==> src/rtl/distributor.sv <==
// distributor: registered 1-to-OUT demultiplexer with per-lane valid/ready handshake,
// routing each accepted word to one lane (index mode) or several lanes (bitmap multicast).
module distributor #(
    parameter int DATA = 32,
    parameter int OUT = 4,
    parameter bit BIT_MAP = 1'b0,
    parameter bit ACT = 1'b1,
    parameter int SEL_WIDTH = BIT_MAP ? OUT : $clog2(OUT)
) (
    input  logic                 clk,
    input  logic                 reset,
    input  logic                 in_valid,
    output logic                 in_ready,
    input  logic [DATA-1:0]      in,
    input  logic [SEL_WIDTH-1:0] sel,
    output logic [OUT-1:0]       out_valid,
    input  logic [OUT-1:0]       out_ready,
    output logic [DATA*OUT-1:0]  out,
    output logic                 drop,
    output logic                 busy
);
    logic [DATA-1:0] hold;
    logic [OUT-1:0]  pend;
    logic [OUT-1:0]  dest;
    logic [OUT-1:0]  clr;
    logic            acc;

    for (genvar i = 0; i < OUT; i++) begin : g_lane
        if (BIT_MAP) begin : g_map
            assign dest[i] = sel[i] == ACT;
        end else begin : g_idx
            assign dest[i] = sel == SEL_WIDTH'(i);
        end
        assign out[DATA*i +: DATA] = pend[i] ? hold : '0;
    end

    // A new word may enter only when every still-pending lane handshakes this cycle
    assign in_ready  = (pend & ~out_ready) == '0;
    assign acc       = in_valid && in_ready;
    assign clr       = pend & out_ready;
    assign out_valid = pend;
    assign busy      = |pend;

    always_ff @(posedge clk) begin
        if (reset) begin
            hold <= '0;
            pend <= '0;
            drop <= 1'b0;
        end else begin
            hold <= acc ? in : hold;
            pend <= acc ? dest : (pend & ~clr);
            drop <= acc && (dest == '0);
        end
    end
endmodule

==> config.mk <==
export PLATFORM = sky130hd
export DESIGN_NAME = distributor
export DESIGN_NICKNAME = d
export VERILOG_FILES = /design/src/rtl/distributor.sv
export SDC_FILE = /design/constraint.sdc
export NUM_CORES = 1
export LEC_CHECK = 0
export CAP_MARGIN = 0
export CORE_UTILIZATION = 32
export DETAILED_ROUTE_END_ITERATION = 8
export PLACE_DENSITY_LB_ADDON = 0.12
export SYNTH_ARGS = -nofsm -noshare
export SYNTH_HDL_FRONTEND = slang
export SYNTH_SLANG_ARGS = --single-unit
==> constraint.sdc <==
create_clock -name clk -period 1.4 [get_ports clk]
set_clock_uncertainty 0.1 [all_clocks]
set_input_delay 0.21 -clock clk [delete_from_list [all_inputs] [get_ports clk]]
set_output_delay 0.21 -clock clk [all_outputs]
set_load 0.01 [all_outputs]
-- Word-level counts from Yosys, hierarchy flattened
Cells that the tools add are included.
- bits in registers: 37
- bits of input ports: 41
- output and inout port bits: 135
- logic and storage cells: 22
- equality and inequality tests: 3
- muxes and demuxes: 5
- bitwise operators: 5
- reduce and logical (&&, ||, !) cells: 6
- operator list (kind ; count):
    $mux W32 ; 4
    $and A4 B4 Y4 ; 3
    $logic_not A4 Y1 ; 2
    $not A4 Y4 ; 2
    $eq A2 B2 Y1 const B ; 2
    $mux W4 ; 1
    $reduce_or A4 Y1 ; 1
    $eq A2 B1 Y1 const B ; 1
    $logic_and A1 B1 Y1 ; 2
    $logic_not A2 Y1 ; 1

-- Longest topological paths before layout
Gate-level depths: netlist of run 1.
- depth in word-level cells: 5
- mapped depth: 6
- mapped depth without buffers: 4

-- Worst setup path before layout of run 1
No wires, ideal clock.
- path kind: register -> register
- start: reg pend[1] (netlist: out_valid[1])
- end: reg hold[0]
- setup time: 0.132 ns
- data arrival time: 1.389 ns
- required time: 1.168 ns
- setup slack: -0.221 ns
- stages on the path, launching flop included: 6
- path buffers: 1
- clock period less this slack: 1.621 ns
- path through: dfxtp_1 > nor2b_1 > nor4_4 > clkbuf_1 > a21bo_2 > a21oi_1
- word-level cells in the longest chain between the ends: 3
- RTL lines (item ; RTL line ; text):
    from (decl) ; 23 ; logic [OUT-1:0] pend;
    from (signal assigned) ; 51 ; pend <= acc ? dest : (pend & ~clr);
    $and A4 B4 Y4 ; 38 ; assign in_ready = (pend & ~out_ready) == '0;
    $logic_not A4 Y1 ; 38 ;
    $logic_and A1 B1 Y1 ; 39 ; assign acc = in_valid && in_ready;
    to (signal assigned) ; 50 ; hold <= acc ? in : hold;
    to (decl) ; 22 ; logic [DATA-1:0] hold;
No other way between the ends.
A chain may end at the register's enable or synchronous reset.

-- Worst setup path in the final report of run 1
- start: reg pend[1] (netlist: out_valid[1])
- end: reg hold[20]
Same word-level chain as after synthesis.

==> results of run 1 <==
[per-layer routing]
metal / global-route usage / share of wire / vias up
met5: 0 / 0 / -
met4: 0.04329 / 0.016 / 0
met3: 0.05910 / 0.077 / 16
met2: 0.4175 / 0.52 / 125
met1: 0.2703 / 0.38 / 1386
li1: - / - / 1410
[power by group]
group	total [mW]	switching (mW)	internal (mW)	leakage [nW]
registers	1.19	0.0802	1.11	0.307
logic	0.849	0.353	0.497	2.09
clock network	0.767	0.376	0.391	0.0443
[how the worst max path moves through the flow]
stage | from | to | cells after the start | slack, ns
2_1_floorplan | out_valid[2] | hold[0] | 6 | -0.1
3_3_place_gp | out_ready[2] | in_ready | 4 | -0.62
3_5_place_dp | out_ready[2] | hold[24] | 7 | -0.62
4_1_cts | out_valid[1] | busy | 3 | -0.26
5_1_grt | out_valid[1] | hold[20] | 7 | -0.41
6_report | out_valid[1] | hold[20] | 7 | -0.34
[cell families after synthesis]
group / count (synthesis)
flip-flops: 37
other: 1
buffers and inverters: 33
AO/OA/AOI/OAI: 68
AND/OR/NAND/NOR: 170
[per-stage QoR]
step           setup WS, ns  TNS, ns  utilization  hold slack [ns]  power [mW]
3_5_place_dp        -0.6178   -41.62       0.5944           0.4986       1.783
4_1_cts             -0.2611   -22.40       0.6021           0.2568       2.657
2_1_floorplan      -0.09946   -2.052            -           0.2575       1.479
5_1_grt             -0.4068   -34.06       0.7248           0.2630       2.942
3_3_place_gp        -0.6238   -40.48       0.5944           0.4880       1.765
6_report            -0.3355   -27.58       0.7248           0.2654       2.811
[registers in the layout (all words and copies together), names as in the netlist]
register and cells:
hold 32, out_valid 4, drop 1
[synth_stat cells, drive strengths merged]
master,number
a21bo,32
a21oi,32
a41oi,4
clkbuf,25
nor2,4
nor2b,4
buf,6
dfxtp,37
inv,2
nor4,1
nand3,32
or4,1
and2,128
conb,1
[cell type report]
cell class	count	area [um2]	area share
timing repair buffer	221	2426	0.4590
multi-input combinational	239	1886	0.3568
sequential	37	755.7	0.1430
tap	99	123.9	0.02344
clock buffer	7	86.33	0.01634
inverter	2	7.507	0.001420
[worst max-delay path, stage by stage, from the launching register on]
cell and delay [ns]:
dfxtp_4 0.35, buf_6 0.12, nor2b_4 0.13, nor4_4 0.29, buf_6 0.21, clkbuf_16 0.19, nand3_1 0.09, a21oi_1 0.17
[what timing repair did]
action | CTS | global route
gates cloned | 7 | 9
setup endpoints to repair | 171 | 168
pin swaps | 15 | 7
setup buffers | 9 | 9
resized for setup | 540 | 241
==> results_dict.tcl, run 1 <==
set metrics [dict create \
    status "finished with violations" \
    violations "setup timing" \
    synth_area_leaders "and2_1 33%, dfxtp_1 31%, a21bo_2 13%" \
    rr_endpoint "hold[20]" \
    end_kind "flop" \
    min_to "hold[19]" \
    hold_viol_final 0 \
    grt_pass1_vias 2556 \
    grtUsageTotal 0.2281 \
    routed_wirelength_um 11140 \
    die_h_um 89.07 \
    drtAntennaViolNets 0 \
    setup_ws_ns -0.3355 \
    critPathRequiredTime_ns 1.51 \
    row_count 31 \
    cts_hold_buf 0 \
    cap_violations 0 \
    grt-ovfl-total 0 \
    synth_compound_area_frac 0.2125 \
    cp.arrival_ns 1.85 \
    route.vias.total 2937 \
    initial_core_util 0.3327 \
    drc 0 \
    seq_area_frac_synth 0.3053 \
    antenna_cells 0 \
    layout_min_cycle_time_ns 1.736 \
    postSynthAreaPerCell_um2 7.851 \
    synth.distinct_cells 16 \
    rrSetupSlack_ns -0.34 \
    dp.cells 568 \
    clk_latency_ns 0.29 \
    antenna_found_initial 0 \
    layout_common_cells "98 x buf_6, 87 x and2_4, 41 x and2_1, 39 x clkdlybuf4s50_1, 35 x buf_2" \
    port_buffers 175 \
    cts_sinks 37 \
    regToRegStartpoint "out_valid[1]" \
    reg2reg_depth 7 \
    clk_path_buf_depth 2 \
    die_area_um2 7933 \
    holdPathStages 3 \
    period_share 1.240 \
    area_delta_synth_final_pct 117.8 \
    drv_slew 0 \
    syn_nets 350 \
    vias_per_cell 4.855 \
    synth-simple-area-share 0.4244 \
    gp_congestion 0.7102 \
    irDropWorstVdd_v 0.0003401 \
    ios 176 \
    routedWlPerCell_um 18.40 \
    grt_pass1_wl_um 13630 \
    cts-root-buf "clkbuf_8" \
    die_w_um 89.07 \
    tritoncts "built" \
    synth_mux_area_frac 0 \
    synth_top_area_share 0.3301 \
    total_leakage_power_nw 2.444 \
    path_clk_slew_ns 0.07 \
    setup_viol 159 \
    layout.cells.most_common "buf_6" \
    hpwlAfterDp_um 6091 \
    ys_ff_latch 37 \
    synth_adder_area_share 0 \
    crit_path_max_fanout 17 \
    timing.fmax_ghz 0.5762 \
    finalNonFillerCells 605 \
    drive_gt1_frac 0.6502 \
    drt_iter0_markers 51 \
    h-tree-depth 2 \
    min_from "in_valid" \
    hold_class "in2reg" \
    synth_area_um2 2426 \
    ys_warn_count 0 \
    fill_cells 574 \
    post-synth-top-area-cell "and2_1" \
    cts_buffers 5 \
    fin_area_um2 5285 \
    synth-xor-area-share 0 \
    dr.pass1.iters 4 \
    dpl_cell_area_um2 4334 \
    crit_type "reg2reg" \
    core-area_um2 7292 \
    syn_inst 309 \
    cp-start-kind "flop" \
    rsz0062_at_grt "yes" \
    synth_top_family_by_area "simple AND/OR/NAND/NOR gates" \
    grt_max_degree 36 \
    p_per_area_nw_per_um2 531.9 \
    nets 547 \
]
No activity file was read; power rests on OpenSTA's default activity.
==> run 2, diff against run 1 <==
--- a/config.mk
+++ b/config.mk
@@ -6,7 +6,7 @@
 export NUM_CORES = 1
 export LEC_CHECK = 0
 export CAP_MARGIN = 0
-export CORE_UTILIZATION = 32
+export CORE_UTILIZATION = 25
 export DETAILED_ROUTE_END_ITERATION = 8
 export PLACE_DENSITY_LB_ADDON = 0.12
 export SYNTH_ARGS = -nofsm -noshare
==> run 2 against run 1 <==
The run still ends with setup timing left. First-iteration DRC count increased by 25%. Critical path depth decreased by 5. Non-clock buffer count increased by 6. Die area increased by 27%. Sequential cell count unchanged. Final cell count increased by 6.0%. Combinational power increased by 12%. Routed wire length decreased by 1.7%. Count of clock-buffer cells in the layout unchanged. Via count decreased by 0.10%. Global-route usage decreased by 3.6 points. Largest cell class unchanged.
==> results_dict.tcl, run 2 (synthesis results as in run 1) <==
set metrics [dict create \
    status "finished with violations" \
    violations "setup timing" \
    core-area_um2 9328 \
    row_count 35 \
    layout_min_cycle_time_ns 1.646 \
    die_h_um 100.5 \
    dr.pass1.iters 4 \
    initial_core_util 0.2601 \
    vias_per_cell 4.577 \
    grt_pass1_wl_um 14830 \
    cp.arrival_ns 1.34 \
    timing.fmax_ghz 0.6076 \
    area_delta_synth_final_pct 134.6 \
    layout.cells.most_common "buf_6" \
    drt_iter0_markers 64 \
    grt-ovfl-total 0 \
    cts_sinks 37 \
    cts_hold_buf 0 \
    irDropWorstVdd_v 0.0003238 \
    critPathSlowestCell "or4_4" \
    drc 0 \
    hold_class "in2reg" \
    grtUsageTotal 0.1919 \
    rsz0062_at_grt "yes" \
    tritoncts "built" \
    hold_viol_final 0 \
    multi_input_area_um2 2059 \
    port_buffers 175 \
    whs_ns 0.1810 \
    p_total_mw 2.921 \
    min_from "in_valid" \
    die_area_um2 10100 \
    fill_cells 811 \
    path_clk_slew_ns 0.08 \
    total_leakage_power_nw 2.577 \
    drv_slew 0 \
    cp-start-kind "flop" \
    antenna_found_initial 1 \
    drtAntennaViolNets 0 \
    hpwlAfterDp_um 6148 \
    drive_gt1_frac 0.7012 \
    cpPeakStageDelay_ns 0.54 \
    crit_path_max_fanout 5 \
    end_kind "output pin" \
    holdPathStages 3 \
    crit_type "reg2out" \
    largest_reg_flops 32 \
    met3_length_um 763 \
    clk_latency_ns 0.28 \
    gp_congestion 0.7233 \
    layout_common_cells "109 x buf_6, 94 x and2_4, 39 x clkdlybuf4s50_1, 37 x buf_2, 34 x and2_1" \
    nets 553 \
    seqCellArea_um2 755.7 \
    reg2reg_depth 6 \
    ios 176 \
    route.vias.total 2934 \
    setup_ws_ns -0.2458 \
    top_register "hold" \
    critPathRequiredTime_ns 1.09 \
    setup_viol 162 \
    rrSetupSlack_ns -0.24 \
    cts-root-buf "clkbuf_8" \
    p_per_area_nw_per_um2 513.1 \
    cts_buffers 5 \
    min_to "hold[6]" \
    die_w_um 100.5 \
    top_layer "met4" \
    grt_max_degree 38 \
    routedWlPerCell_um 17.08 \
    period_share 1.176 \
    met1_length_um 4586 \
    grt_pass1_vias 2691 \
    regToRegStartpoint "out_valid[0]" \
    antenna_cells 0 \
    cap_violations 0 \
    crit_chain "or4_4, buf_6" \
    rr_endpoint "hold[3]" \
    routed_wirelength_um 10950 \
    wl_met2_um 5544 \
    clk_path_buf_depth 2 \
    h-tree-depth 2 \
]
run 2: routing by layer:
| metal | vias to the layer above | global-route usage |
|---|---|---|
| li1 | 1429 | - |
| met3 | 6 | 0.05132 |
| met2 | 123 | 0.3393 |
| met4 | 0 | 0.03344 |
| met1 | 1376 | 0.2355 |
| met5 | - | 0 |
run 2: how the worst max path moves through the flow:
stage	start	slack (ns)	end	cells past startpoint
6_report	out_valid[1]	-0.25	busy	2
5_1_grt	out_valid[0]	-0.30	out_valid[2]	6
4_1_cts	out_valid[1]	-0.26	busy	2
3_5_place_dp	out_ready[2]	-0.58	in_ready	4
3_3_place_gp	out_ready[2]	-0.59	in_ready	4
2_1_floorplan	out_valid[2]	-0.1	hold[0]	6
run 2: metrics by stage:
stage	instances	TNS, ns	util	setup slack, ns	area, um2
6_report	641	-22.91	0.6102	-0.2458	5692
5_1_grt	641	-30.77	0.6102	-0.3032	5692
4_1_cts	627	-20.94	0.4954	-0.2612	4621
3_5_place_dp	597	-41.49	0.4692	-0.5833	4377
3_3_place_gp	597	-40.55	0.4692	-0.5873	4377
2_1_floorplan	309	-2.052	-	-0.09946	2457
run 2: final cells by class:
type | instances | area share
repair buffers | 227 | 0.4605
flip-flops and latches | 37 | 0.1328
well taps | 129 | 0.02836
clock buffers | 7 | 0.01517
multi-input cells | 239 | 0.3618
inverters | 2 | 0.001319
run 2: repair_timing:
item                       4_1_cts  5_1_grt
resized for setup              604      242
pin swaps                       55       27
setup endpoints to repair      171      171
cloned                           8        9
setup buffers                   15       12
run 2: where the power goes:
part	internal [mW]	total (mW)	switching [mW]
clock	0.391	0.772	0.381
sequential	1.11	1.20	0.0841
combinational	0.571	0.950	0.380
total	2.08	2.92	0.845
run 2: worst max-delay path: cells and delay by family (launching register included):
| kind | cells | cell delay, ns |
|---|---|---|
| AND/OR/NAND/NOR | 1 | 0.54 |
| flip-flops | 1 | 0.37 |
| buffers and inverters | 1 | 0.14 |
==> run 3, diff against run 2 <==
--- a/config.mk
+++ b/config.mk
@@ -7,6 +7,7 @@
 export LEC_CHECK = 0
 export CAP_MARGIN = 0
 export CORE_UTILIZATION = 25
+export CTS_CLUSTER_SIZE = 24
 export DETAILED_ROUTE_END_ITERATION = 8
 export PLACE_DENSITY_LB_ADDON = 0.12
 export SYNTH_ARGS = -nofsm -noshare
==> results of run 3 <==
Final layout, timing and power as in run 2 (identical DEF).
